## src/rtl/pwm_pkg.sv

```systemverilog
// Shared definitions for the half-bridge gate sequencer: state encoding and
// default timing constants.
package pwm_pkg;

  typedef enum logic [2:0] {
    ST_OFF   = 3'd0,
    ST_LS_ON = 3'd1,
    ST_DT_HS = 3'd2,
    ST_HS_ON = 3'd3,
    ST_DT_LS = 3'd4
  } pwm_state_e;

  localparam int CNT_W_DEF     = 8;
  localparam int DT_CYCLES_DEF = 4;
  localparam int TOFF_MIN_DEF  = 20;
  localparam int TON_MAX_DEF   = 200;

endpackage

```

## src/rtl/pwm_gate_ctrl_sync2_edge.sv

```systemverilog
// Two-flop synchroniser followed by a registered rising-edge pulse.
// The pulse is high for one cycle, three clocks after the pin rises.
module sync2_edge (
  input  logic clk,
  input  logic rst_n,
  input  logic din,
  output logic rise
);

  logic meta_r;
  logic sync_r;
  logic prev_r;
  logic rise_r;

  // Synchronise the pin and register its rising edge.
  always_ff @(posedge clk or negedge rst_n) begin
    if (!rst_n) begin
      meta_r <= 1'b0;
      sync_r <= 1'b0;
      prev_r <= 1'b0;
      rise_r <= 1'b0;
    end else begin
      meta_r <= din;
      sync_r <= meta_r;
      prev_r <= sync_r;
      rise_r <= sync_r & ~prev_r;
    end
  end

  assign rise = rise_r;

endmodule

```

## src/rtl/pwm_gate_ctrl.sv

```systemverilog
// Half-bridge gate sequencer: low-side precharge, dead-time in both
// directions, minimum off-time, high-side watchdog and fault shutdown.
// All outputs are registered and change together with the state.
module pwm_gate_ctrl
  import pwm_pkg::*;
#(
  parameter int CNT_W     = CNT_W_DEF,
  parameter int DT_CYCLES = DT_CYCLES_DEF,
  parameter int TOFF_MIN  = TOFF_MIN_DEF,
  parameter int TON_MAX   = TON_MAX_DEF
) (
  input  logic clk,
  input  logic rst_n,
  input  logic en,
  input  logic set_req,
  input  logic reset_pwm,
  input  logic fault,
  output logic pwm_set,
  output logic gate_hs,
  output logic gate_ls,
  output logic fault_flag,
  output logic ton_timeout
);

  localparam logic [CNT_W-1:0] DT_LAST   = CNT_W'(DT_CYCLES - 1);
  localparam logic [CNT_W-1:0] TOFF_LAST = CNT_W'(TOFF_MIN - 1);
  localparam logic [CNT_W-1:0] TON_LAST  = CNT_W'(TON_MAX - 1);
  localparam logic [CNT_W-1:0] CNT_MAX   = {CNT_W{1'b1}};

  pwm_state_e       state_r;
  pwm_state_e       state_nx_s;
  logic [CNT_W-1:0] cnt_r;
  logic             pending_r;
  logic             set_edge_s;
  logic             timeout_s;
  logic             pwm_set_r;
  logic             gate_hs_r;
  logic             gate_ls_r;
  logic             fault_flag_r;
  logic             ton_timeout_r;

  sync2_edge u_set_sync (
    .clk   (clk),
    .rst_n (rst_n),
    .din   (set_req),
    .rise  (set_edge_s)
  );

  // Next-state decision; shutdown overrides every normal transition.
  always_comb begin
    state_nx_s = state_r;
    timeout_s  = 1'b0;
    if (fault || !en) begin
      state_nx_s = ST_OFF;
    end else begin
      case (state_r)
        ST_OFF: begin
          if (!fault_flag_r) state_nx_s = ST_LS_ON;
          else               state_nx_s = ST_OFF;
        end
        ST_LS_ON: begin
          if ((pending_r || set_edge_s) && (cnt_r >= TOFF_LAST)) state_nx_s = ST_DT_HS;
          else                                                   state_nx_s = ST_LS_ON;
        end
        ST_DT_HS: begin
          if (cnt_r == DT_LAST) state_nx_s = ST_HS_ON;
          else                  state_nx_s = ST_DT_HS;
        end
        ST_HS_ON: begin
          if (reset_pwm) begin
            state_nx_s = ST_DT_LS;
          end else if (cnt_r == TON_LAST) begin
            state_nx_s = ST_DT_LS;
            timeout_s  = 1'b1;
          end else begin
            state_nx_s = ST_HS_ON;
          end
        end
        ST_DT_LS: begin
          if (cnt_r == DT_LAST) state_nx_s = ST_LS_ON;
          else                  state_nx_s = ST_DT_LS;
        end
        default: state_nx_s = ST_OFF;
      endcase
    end
  end

  // State, phase counter, held trigger, sticky fault and registered gate drive.
  always_ff @(posedge clk or negedge rst_n) begin
    if (!rst_n) begin
      state_r       <= ST_OFF;
      cnt_r         <= '0;
      pending_r     <= 1'b0;
      pwm_set_r     <= 1'b0;
      gate_hs_r     <= 1'b0;
      gate_ls_r     <= 1'b0;
      fault_flag_r  <= 1'b0;
      ton_timeout_r <= 1'b0;
    end else begin
      state_r <= state_nx_s;

      if (state_nx_s != state_r)                       cnt_r <= '0;
      else if ((state_r != ST_OFF) && (cnt_r != CNT_MAX)) cnt_r <= cnt_r + 1'b1;
      else                                             cnt_r <= cnt_r;

      // Only a trigger seen while staying in LS_ON is held; leaving clears it.
      if ((state_r == ST_LS_ON) && (state_nx_s == ST_LS_ON)) pending_r <= pending_r | set_edge_s;
      else                                                   pending_r <= 1'b0;

      if (fault)    fault_flag_r <= 1'b1;
      else if (!en) fault_flag_r <= 1'b0;
      else          fault_flag_r <= fault_flag_r;

      pwm_set_r     <= (state_nx_s == ST_HS_ON);
      gate_hs_r     <= (state_nx_s == ST_HS_ON);
      gate_ls_r     <= (state_nx_s == ST_LS_ON);
      ton_timeout_r <= timeout_s;
    end
  end

  assign pwm_set     = pwm_set_r;
  assign gate_hs     = gate_hs_r;
  assign gate_ls     = gate_ls_r;
  assign fault_flag  = fault_flag_r;
  assign ton_timeout = ton_timeout_r;

endmodule

```

## config.mk

```make
export PLATFORM = sky130hd
export DESIGN_NAME = pwm_gate_ctrl
export DESIGN_NICKNAME = d
export VERILOG_FILES = /design/src/rtl/pwm_pkg.sv /design/src/rtl/pwm_gate_ctrl_sync2_edge.sv /design/src/rtl/pwm_gate_ctrl.sv
export SDC_FILE = /design/constraint.sdc
export NUM_CORES = 1
export LEC_CHECK = 0
export CAP_MARGIN = 5
export CORE_MARGIN = 8
export CORE_UTILIZATION = 55
export CTS_BUF_LIST = sky130_fd_sc_hd__clkbuf_16
export CTS_CLUSTER_DIAMETER = 100
export DETAILED_ROUTE_END_ITERATION = 6
export PLACE_DENSITY = 0.86
export SLEW_MARGIN = 0
export SYNTH_ARGS = -nofsm -noshare
export SYNTH_HDL_FRONTEND = slang
export SYNTH_HIERARCHICAL = 1
export SYNTH_SLANG_ARGS = --single-unit
export TNS_END_PERCENT = 20
```

## constraint.sdc

```tcl
create_clock -name clk -period 3.8 [get_ports clk]
set_input_delay 0.76 -clock clk [delete_from_list [all_inputs] [get_ports clk]]
set_output_delay 0.76 -clock clk [all_outputs]
set_load 0.005 [all_outputs]
```

---- Word-level counts from Yosys, hierarchy flattened ----
Index checks and enable logic that the tools add are counted.
word-level totals
  register bits after elaboration ......... 20
  latch bits .............................. 0
  memory bits (writable) .................. 0
  ROM bits ................................ 0
  input bits .............................. 6
  memories ................................ 0
operators by class
  $add $sub $neg .......................... 1
  multiply operators ...................... 0
  divide/modulo/power cells ............... 0
  magnitude comparators ................... 1
  eq/ne operators ......................... 11
  shift operators ......................... 0
  mux-type cells .......................... 17
  bitwise operators ....................... 3
  reductions and logical operators ........ 9
operators by type and width
  kind                                                                   count
  8-bit 2-to-1 mux                                                       2
  3-bit case mux with 5 select lines                                     1
  3-bit 2-to-1 mux                                                       4
  3-bit by 2-bit equality test with 1-bit output, second input constant  3
  1-bit 2-to-1 mux                                                       9
  8-bit by 1-bit adder with 8-bit output, second input constant          1
  8-bit by 2-bit equality test with 1-bit output, second input constant  1
  8-bit equality test, second input constant                             1
  8-bit by 5-bit >= comparator with 1-bit output, second input constant  1
  8-bit != test, second input constant                                   1
  3-bit by 1-bit equality test with 1-bit output, second input constant  2
  3-bit equality test, second input constant                             1
  1-bit logical AND                                                      3
  3-bit logical NOT                                                      1
  3-bit != test                                                          1
  3-bit nonzero test                                                     1
  1-bit logical OR                                                       2
  2-bit 2-to-1 mux                                                       1
  2-bit by 1-bit != test with 1-bit output, second input constant        1
  2-bit nonzero test                                                     1
  1-bit bitwise AND                                                      1
  1-bit logical NOT                                                      1
  1-bit NOT                                                              1
  1-bit bitwise OR                                                       1

---- Logic depth before layout (Yosys ltp) ----
  depth after elaboration ................. 8
  mapped depth ............................ 6
  mapped depth without buffers ............ 6

---- Hierarchy ----
Netlist, hierarchy kept.
by module, submodules not included
  module         instances  cells an instance  area an instance (um2)  sequential area each (um2)
  pwm_gate_ctrl  1          104                1006.0                  400.4
  sync2_edge     1          5                  113.9                   100.1

---- Least setup slack after synthesis ----
Ideal clock, no wire load.
  kind .................................... input-to-reg
  start point ............................. input port fault
  end point ............................... register cnt_r[1]
  setup time .............................. 0.087 ns
  data arrival time ....................... 1.899 ns
  data required time ...................... 3.713 ns
  slack ................................... 1.814 ns
  stages on the path ...................... 4
  buffers on the path ..................... 0
  cells stage by stage .................... nand2b_1 o41ai_1 o31ai_4 nor3_1
between the ends
  word-level cells in the longest chain between the ends .. 4
RTL lines
  item                                                           line                  RTL
  from (decl)                                                    pwm_gate_ctrl.sv:17   input logic fault,
  1-bit logical OR (*)                                           pwm_gate_ctrl.sv:53   if (fault || !en) begin
  3-bit 2-to-1 mux (*)                                           pwm_gate_ctrl.sv:53
  3-bit != test (*)                                              pwm_gate_ctrl.sv:102  if (state_nx_s != state_r) cnt_r <= '0;
  8-bit 2-to-1 mux / 2-bit nonzero test (equally long branches)  --
  to (signal assigned)                                           pwm_gate_ctrl.sv:103  else if ((state_r != ST_OFF) && (cnt_r != CNT_MAX)) cnt_r <= cnt_r + 1'b1;
  to (signal assigned)                                           pwm_gate_ctrl.sv:104  else cnt_r <= cnt_r;
  to (decl)                                                      pwm_gate_ctrl.sv:32   logic [CNT_W-1:0] cnt_r;
Mark *: on every way between the ends. The rest lies on a longest branch, timed or not.
A chain may end at the register's enable or synchronous reset.

---- Worst setup path after layout ----
  start point ............................. input port fault
  end point ............................... register cnt_r[6]
Same word-level chain as after synthesis.

==> metrics.txt <==
Root Buffer Master clkbuf_16; Slew headroom between 40% and 50%; post-layout minimum cycle time between 2 and 2.5 ns; Synth Instances 109; Reg clk slew, reported paths approximately 0.05 ns; max cap viols 0; initial DRC count 37; gpl congestion ~0.88; Cell variety after synth 43; Worst EP required 3.95 ns; Worst-Margin Slew a little under 0.9 ns; Pwr Total 0.582 mW; Critical Path Fanout Max 8; WS Path Type input port to register; YS warnings 6; Fin. Hold Viols 0; post-synth top area share 44.7%; I/O pins 11; via count 889; die area 0.00374 mm^2; Avg Inst Size Synth 10.3 um^2; initial antenna violation count 0; CTS tree yes; Synth area leaders dfrtp_1, nor3_1, xor2_1; clk sinks 20; routed vias/inst between 6 and 7; LEAKAGE 0.532 nW; nets 125; EDFF count, synth 0; final WL 2310 um; fmax between 0.4 and 0.5 GHz; Finished Cell Area 0.00132 mm^2; Post-Syn Area 0.00112 mm^2; fin cells 144; final period utilization 63.8%; Setup crit end kind register; sequential area share after synthesis between 40% and 50%; Clock Latency Late Sink 0.25 ns; number of global-route vias before repair 851; placed cells 140; Area growth, synth to finish 18.0%; residual DRC count 0; Yosys top cell by area dfrtp_1; arrival time of the worst setup path 2.57 ns; endpoints failing setup 0; slack of the critical path 1.38 ns; dpl ws ~1.2 ns; drt pass-1 iters 4; layout cells sized above 1 10.3%; worst hold path type register to register; Reg2Reg Depth 5; pwr/cell area about 440 mW/mm^2; async set-reset flop share out of synthesis 100%; R2R setup slack roughly 1.7 ns; Synth Register Bits 20; die extent in y between 60 and 70 um; ANT nets after route 0; VDD IR max 0.000377 V; Post-Place Cell Area 0.00122 mm^2; WHS Endpoint u_set_sync/sync_r; Post-synth top flop dfrtp_1; WHS Path Cells 0; RR Endpoint cnt_r[6]; clk_skew 0.00133 ns; Post-Syn Nets 116; Starting Density 57.7%; min-delay src u_set_sync/meta_r; Worst R2R Start cnt_r[5]; die width 61.1 um; hpwl dp 1570 um; # H-tree levels 1; first-pass GRT wire length 3930 um; WL per Instance ~16 um; CTS Buffer Depth 2; core area 0.00194 mm^2; Setup TNS 0 ns; total CTS buffers 3; port bufs 10; CTS resizes 0; RSZ-0062 raised after global routing false; fin. max-slew vios 0; Diodes inserted 0; largest net degree at the start of global routing 21; FP Rows 16; post-CTS setup buffer count 0; grt total ovfl 0; Setup crit start kind input port; status finished, final reports clean; gr usage total 14.2%; hold buffer count at cts 0
==> sequential cells by signal, indices dropped and copies added, names as in the netlist <==
signal,cells
cnt_r,8
fault_flag,1
gate_hs,1
gate_ls,1
pending_r,1
state_r,3
ton_timeout,1
u_set_sync/meta_r,1
u_set_sync/prev_r,1
u_set_sync/rise,1
u_set_sync/sync_r,1
==> per-stage QoR <==
stage,utilization (%),hold slack [ns]
finish,68.0,0.351
global route,68.0,0.356
CTS,68.0,0.354
detailed placement,62.6,0.340
global placement,62.6,0.340
floorplan,-,0.331
==> cell usage after synthesis (2+ instances only) <==
library cell and n:
nor3_1 14, nand2b_1 3, buf_2 3, nor4_1 2, nor2_1 8, a21o_1 2
nand3_1 3, o211ai_1 2, xor2_1 4, nand4_1 3, xnor2_1 3, o21ai_0 4
or3_1 2, nand2_1 7, dfrtp_1 20, nor2b_1 2
==> metal layers <==
layer  vias to the layer above  wire [um]  GRT usage [%]
li1                        417          -              -
met1                       439       1000           17.5
met2                        27       1120           21.9
met3                         6        144           4.38
met4                         0         40           6.64
met5                         -          0              0
==> worst max path at each step <==
| stage | startpoint | end | slack (ns) |
|---|---|---|---|
| after floorplan | fault | cnt_r[1] | 1.81 |
| after global placement | fault | cnt_r[1] | 1.24 |
| after detailed placement | fault | cnt_r[5] | 1.19 |
| after CTS | fault | cnt_r[6] | 1.37 |
| after global routing | fault | cnt_r[6] | 1.29 |
| final | fault | cnt_r[6] | 1.38 |
==> power by group <==
part           switching (mW)  total (mW)  internal (mW)  leakage (nW)
combinational          0.0304      0.0584         0.0280         0.215
clock                  0.0756       0.284          0.209        0.0511
sequential             0.0133       0.239          0.226         0.266
==> critical path: stages <==
cell and delay (ns):
clkdlybuf4s50_1 0.45, nand2b_1 0.32, o41ai_1 0.56, o31ai_4 0.22, nor3_1 0.27
==> kinds of logic after synthesis <==
family / share of synthesized area [%]
simple gates: 28.3
compound gates: 15.9
flops: 44.7
xor+xnor: 5.47
buf+inv: 3.69
mux: 0.894
fa+ha+maj: 1.12
==> cells in the final DEF (no fill, tap or decap), types with 2 or more instances in the layout <==
cell,n
clkbuf_16,3
nor2b_1,2
xnor2_1,3
nand4_1,3
nand3_1,3
xor2_1,4
clkdlybuf4s50_1,10
nor3_1,14
nor2_1,8
o211ai_1,2
a21o_1,2
dfrtp_1,20
nor4_1,2
o21ai_0,4
or3_1,2
nand2_1,7
nand2b_1,3
==> area by class of cell <==
type / instances / area [um^2]
Clock inverter: 1 / 30.0
Tap cell: 27 / 33.8
Inverter: 1 / 3.75
Sequential cell: 20 / 500
Clock buffer: 3 / 75.1
Fill cell: 154 / 621
Timing Repair Buffer: 10 / 100
Multi-Input combinational cell: 82 / 578
Power figures use the tool's default switching activity.
